$ cat config.mk
export PLATFORM = sky130hd
export DESIGN_NAME = mag_comp_seq
export DESIGN_NICKNAME = d
export VERILOG_FILES = /design/src/rtl/mag_comp_seq.sv
export SDC_FILE = /design/constraint.sdc
export NUM_CORES = 1
export LEC_CHECK = 0
export CAP_MARGIN = 10
export CORE_ASPECT_RATIO = 0.75
export CORE_UTILIZATION = 55
export CTS_CLUSTER_DIAMETER = 30
export DETAILED_ROUTE_END_ITERATION = 6
export GPL_ROUTABILITY_DRIVEN = 0
export GPL_TIMING_DRIVEN = 0
export PLACE_DENSITY_LB_ADDON = 0.08
export SYNTH_ARGS = -nofsm -noshare
export SYNTH_HDL_FRONTEND = slang
export SYNTH_SLANG_ARGS = --single-unit
$ cat constraint.sdc
create_clock -name clk -period 3.8 [get_ports clk]
set_input_delay 0.95 -clock clk [delete_from_list [all_inputs] [get_ports clk]]
set_output_delay 0.95 -clock clk [all_outputs]
set_load 0.01 [all_outputs]
$ cat src/rtl/mag_comp_seq.sv
// mag_comp_seq: sequential magnitude comparator, CHUNK bits per clock,
// MSB chunk first, start/busy/done handshake, per-operation signed mode.
// Optional feature macro: COMP_EARLY_EXIT_EN (finish on first differing chunk).
module mag_comp_seq #(
  parameter int unsigned WIDTH = 16,
  parameter int unsigned CHUNK = 4
) (
  input  logic             clk,
  input  logic             rst_n,
  input  logic             start,
  input  logic             signed_mode,
  input  logic [WIDTH-1:0] a,
  input  logic [WIDTH-1:0] b,
  output logic             busy,
  output logic             done,
  output logic             aeqb,
  output logic             agtb,
  output logic             altb
);

  localparam int unsigned NCHUNK = WIDTH / CHUNK;
  localparam int unsigned IW     = (NCHUNK > 1) ? $clog2(NCHUNK) : 1;
  localparam logic [IW-1:0] TOP  = IW'(NCHUNK - 1);

  typedef enum logic {
    IDLE,
    COMPARE
  } state_t;

  state_t state, state_next;

  logic [WIDTH-1:0] a_q, b_q;
  logic             signed_q;
  logic [IW-1:0]    idx, idx_next;
  logic             dec_q;      // a differing chunk has already been seen
  logic             gt_q;       // direction of that first difference
  logic [CHUNK-1:0] ca, cb;
  logic             cur_gt, cur_lt;
  logic             decided, res_gt, finish;

  assign busy = (state == COMPARE);

  // Select the current chunk; in signed mode the sign bit of the top chunk
  // is flipped so an unsigned compare orders two's complement values.
  always_comb begin
    ca = '0;
    cb = '0;
    for (int unsigned i = 0; i < NCHUNK; i++) begin
      if (idx == IW'(i)) begin
        ca = a_q[i*CHUNK +: CHUNK];
        cb = b_q[i*CHUNK +: CHUNK];
      end
    end
    if (signed_q && (idx == TOP)) begin
      ca[CHUNK-1] = ~ca[CHUNK-1];
      cb[CHUNK-1] = ~cb[CHUNK-1];
    end
    cur_gt = (ca > cb);
    cur_lt = (ca < cb);
  end

  // Next-state, chunk index and finish decision.
  always_comb begin
    state_next = state;
    idx_next   = idx;
    finish     = 1'b0;
    decided    = dec_q | cur_gt | cur_lt;
    res_gt     = dec_q ? gt_q : cur_gt;
    case (state)
      IDLE: begin
        if (start) begin
          state_next = COMPARE;
          idx_next   = TOP;
        end
      end
      COMPARE: begin
`ifdef COMP_EARLY_EXIT_EN
        finish = (idx == '0) || decided;
`else
        finish = (idx == '0);
`endif
        if (finish) state_next = IDLE;
        else        idx_next   = idx - IW'(1);
      end
      default: state_next = IDLE;
    endcase
  end

  // State register.
  always_ff @(posedge clk or negedge rst_n) begin
    if (!rst_n) state <= IDLE;
    else        state <= state_next;
  end

  // Operand latches, pending result, done pulse and result flags.
  always_ff @(posedge clk or negedge rst_n) begin
    if (!rst_n) begin
      a_q      <= '0;
      b_q      <= '0;
      signed_q <= 1'b0;
      idx      <= '0;
      dec_q    <= 1'b0;
      gt_q     <= 1'b0;
      done     <= 1'b0;
      aeqb     <= 1'b0;
      agtb     <= 1'b0;
      altb     <= 1'b0;
    end else begin
      done <= 1'b0;
      idx  <= idx_next;
      if ((state == IDLE) && start) begin
        a_q      <= a;
        b_q      <= b;
        signed_q <= signed_mode;
        dec_q    <= 1'b0;
        gt_q     <= 1'b0;
      end else if (state == COMPARE) begin
        if (!dec_q && (cur_gt || cur_lt)) begin
          dec_q <= 1'b1;
          gt_q  <= cur_gt;
        end
        if (finish) begin
          done <= 1'b1;
          aeqb <= ~decided;
          agtb <= decided & res_gt;
          altb <= decided & ~res_gt;
        end
      end
    end
  end

endmodule

==> parameters.txt <==
Parameter                              Value

Drt
  Remaining antenna violation count ... 0
  Number of remaining DRC errors ... 0
  Average wire per standard cell ... 13.3 um
  DRT iter0 DRCs ... 101
  Mean number of vias per cell ... 5.12
  Drt pass-1 iters ... 4
  DRT Wirelength ... 4.44 mm
  DR vias ... 1704

Min path
  Worst min-delay path class ... in2async

Yosys
  Share of synthesized registers carrying an async set or reset ... 100%
  Multiplexer fraction of the synthesized cell area ... 0%
  Most frequently used cell type in the post-synthesis netlist ... sky130_fd_sc_hd__nand2_1
  Synthesized-area fraction occupied by adder cells ... 4.90%
  Cell accounting for the most synthesized area ... sky130_fd_sc_hd__dfrtp_1
  Number of synthesized register bits ... 42
  Area contributors post-synth ... sky130_fd_sc_hd__dfrtp_1 51%, sky130_fd_sc_hd__nand2_1 20%, sky130_fd_sc_hd__ha_1 4.9%, sky130_fd_sc_hd__a21oi_1 2.9%, sky130_fd_sc_hd__a221oi_2 2.9%
  Post-Synthesis Net Count ... 278
  Count of flip-flops with a built-in enable after synthesis ... 0
  Synth Area per Inst ... 8.73 sq um
  Simple-gate portion of the synthesized area ... 26.0%
  Post-synthesis compound-gate area fraction ... 12.0%
  Top FF cell, synth ... sky130_fd_sc_hd__dfrtp_1
  Post-synth top area share ... 51.4%
  Post-synthesis cell count ... 234
  Count of cell types in the netlist ... 26
  Number of synthesis warnings ... 0
  Post-synthesis share of cell area spent on xor and xnor gates ... 0.857%
  Total standard cell area after synthesis ... 0.00204 sq mm
  Most frequent cells after synthesis ... 109 x sky130_fd_sc_hd__nand2_1, 42 x sky130_fd_sc_hd__dfrtp_1, 12 x sky130_fd_sc_hd__a21oi_1
  Main combinational cell family by area after synthesis ... simple AND/OR/NAND/NOR gates
  Seq/Total Area, Yosys ... 51.4%

STA
  Post-route clock period utilization ... 65.8%
  Clock skew ... 0.00775 ns
  Post-route worst hold slack ... 0.441 ns
  Number of hold violations in the final report ... 0
  Count of final setup violators ... 0
  Measured slew at the worst slew-check pin ... 0.418 ns
  Count of final max-slew check failures ... 0
  Top achievable clock speed ... 0.400 GHz
  Worst rel slew slack ... 72.1%
  Setup repair after global routing missed its margin ... false
  Sum of negative setup slack ... 0 ns
  Final min period ... 2.50 ns

Final layout
  Growth of design area from synthesis to finish ... 27.9%
  Layout cells sized above 1 ... 8.83%
  Sequential standard cell area ... 0.00105 sq mm
  # fillers ... 246
  NumNets Final ... 326
  Footprint of the multi-input gates ... 895 sq um
  Area of all placed cells without fillers ... 0.00261 sq mm
  Antenna diode count ... 0
  Fin cells ... 333

Global route
  Antenna violations before repair ... 0
  Remaining global-route overflow ... 0
  Total global routing track utilization ... 24.7%
  Largest net degree at the start of global routing ... 42
  Number of global-route vias before repair ... 1542
  Global-route wire length before repair ... 7.18 mm

Die
  Width of the chip ... 72.4 um
  Number of placement rows ... 18
  Core area ... 0.00342 sq mm
  Die Y-Extent ... 54.8 um
  Effective utilization at floorplan ... 59.7%
  # IOs ... 41
  Floorplan die area ... 0.00397 sq mm

Power and ir drop
  Fraction of power spent switching nets ... 41.5%
  Sequential Power Share ... 37.6%
  Overall power ... 0.00212 W
  Cell Pwr Density ... 810 mW/mm^2
  Net Switching ... 0.000877 W
  Clk pwr share ... 13.8%
  Leakage power total ... 1.28 nW
  Relative contribution of combinational cells to total power ... 48.6%
  Pint ... 0.00124 W
  Max IR drop VDD ... 497 uV

Job
  Max cap viols ... 0

Clock tree
  Clock latency at the later pin of the worst-skew pair ... 0.29 ns
  Number of post-CTS setup repair buffers ... 0
  Number of buffers added by the clock tree synthesis step ... 5
  Bufs on Longest Clock Path ... 2
  Clock-pin slew on the worst setup and hold paths ... 0.08 ns
  Sinks on the clock net ... 42
  Hold-fix buffers, CTS ... 0
  Clock tree from TritonCTS ... yes
  H-Tree Level Count ... 2
  Number of instances resized during post-cts repair ... 0
  Clock root cell ... sky130_fd_sc_hd__clkbuf_8

Setup path
  Kind of start point of the critical path ... flip-flop
  Crit path max fanout ... 10
  Worst reg2reg path startpoint ... idx[0]
  Worst endpoint required time ... 3.98 ns
  Critical path capture point type ... flip-flop
  Worst setup path category ... reg2reg
  Endpoint of the lowest-slack register-to-register path ... aeqb
  Flop-to-flop setup slack ... 1.30 ns
  Critical path data arrival time ... 2.68 ns
  Setup crit start ... idx[0]
  Cells on worst reg2reg path ... 10

Placement
  HPWL after DPL ... 3.20 mm
  Number of port buffers ... 40
  Placed cell areas ... 0.00252 sq mm
  Count of placed standard cells including taps ... 325

Outcome
  Outcome ... finished clean
## power groups by stage
stage / sequential (W) / combinational (W) / clock (W)
6_report: 0.000795 / 0.00103 / 0.000292
5_1_grt: 0.000813 / 0.00119 / 0.000315
4_1_cts: 0.000790 / 0.00103 / 0.000294
3_5_place_dp: 0.000793 / 0.00103 / 0
3_3_place_gp: 0.000787 / 0.000995 / 0
2_1_floorplan: 0.000768 / 0.000742 / 0
## cell type report
class                      count  area share, %
tap                           50           2.39
sequential                    42           40.2
clock buffer                   7           3.30
buffer                        13           2.87
multi-input combinational    173           34.2
timing repair buffer          41           15.9
inverter                       6          0.862
clock inverter                 1          0.192
## state kept, by name, summed over array words and instances, names as in the netlist
signal,cells
gt_q,1
idx,2
done,1
altb,1
dec_q,1
signed_q,1
a_q,16
agtb,1
b_q,16
aeqb,1
busy,1
## through the flow
step	setup WS, ns	utilization (%)
2_1_floorplan	1.60	-
3_3_place_gp	0.738	73.2
3_5_place_dp	1.28	73.6
4_1_cts	1.27	76.3
5_1_grt	0.959	76.3
6_report	1.30	76.3
## worst max-delay path: stages, from the launching register on
cell and delay, ns:
sky130_fd_sc_hd__dfrtp_1 0.41, sky130_fd_sc_hd__inv_1 0.12, sky130_fd_sc_hd__ha_1 0.32, sky130_fd_sc_hd__buf_2 0.29, sky130_fd_sc_hd__a221oi_2 0.06, sky130_fd_sc_hd__nor3_1 0.19, sky130_fd_sc_hd__a21oi_1 0.06, sky130_fd_sc_hd__ha_1 0.33
sky130_fd_sc_hd__nand2_1 0.07, sky130_fd_sc_hd__o21a_1 0.22, sky130_fd_sc_hd__o41ai_1 0.32
## how the worst max path moves through the flow
stage          endpoint  slack [ns]  cells after the start
2_1_floorplan      aeqb        1.60                     10
3_3_place_gp     b_q[4]        0.74                      1
3_5_place_dp       aeqb        1.28                     10
4_1_cts            aeqb        1.27                     10
5_1_grt            aeqb        0.96                     10
6_report           aeqb        1.30                     10
## cells in the final DEF, fill, tap and decap left out, types with 2 or more instances in the layout
cell type / count
sky130_fd_sc_hd__clkdlybuf4s50_1: 39
sky130_fd_sc_hd__buf_2: 9
sky130_fd_sc_hd__clkbuf_8: 6
sky130_fd_sc_hd__inv_1: 6
sky130_fd_sc_hd__a221oi_2: 4
sky130_fd_sc_hd__nand2_1: 109
sky130_fd_sc_hd__nor3_1: 4
sky130_fd_sc_hd__xor2_1: 2
sky130_fd_sc_hd__a22oi_1: 3
sky130_fd_sc_hd__buf_6: 2
sky130_fd_sc_hd__nor2_1: 3
sky130_fd_sc_hd__dfrtp_1: 42
sky130_fd_sc_hd__a21oi_1: 12
sky130_fd_sc_hd__o21ai_0: 5
sky130_fd_sc_hd__ha_1: 8
sky130_fd_sc_hd__nor2b_1: 8
sky130_fd_sc_hd__clkbuf_1: 3
sky130_fd_sc_hd__o31ai_1: 4
sky130_fd_sc_hd__a221oi_1: 3
## cells by family (layout without fill, tap and decap cells)
group / count (synthesis) / in the layout
AOI/OAI and AO/OA: 34 / 34
xor gates and xnor gates: 2 / 2
DFF: 42 / 42
buffers and inverters: 19 / 68
and+or+nand+nor: 129 / 129
adders and majority gates: 8 / 8
## layer usage
layer | up-vias | global-route usage, % | routed length, um
met3 | 6 | 5.89 | 229
met1 | 791 | 35.9 | 2170
met4 | 0 | 3.92 | 19
li1 | 858 | - | -
met5 | - | 0 | 0
met2 | 49 | 38.3 | 2020
No activity file was read; power rests on OpenSTA's default activity.
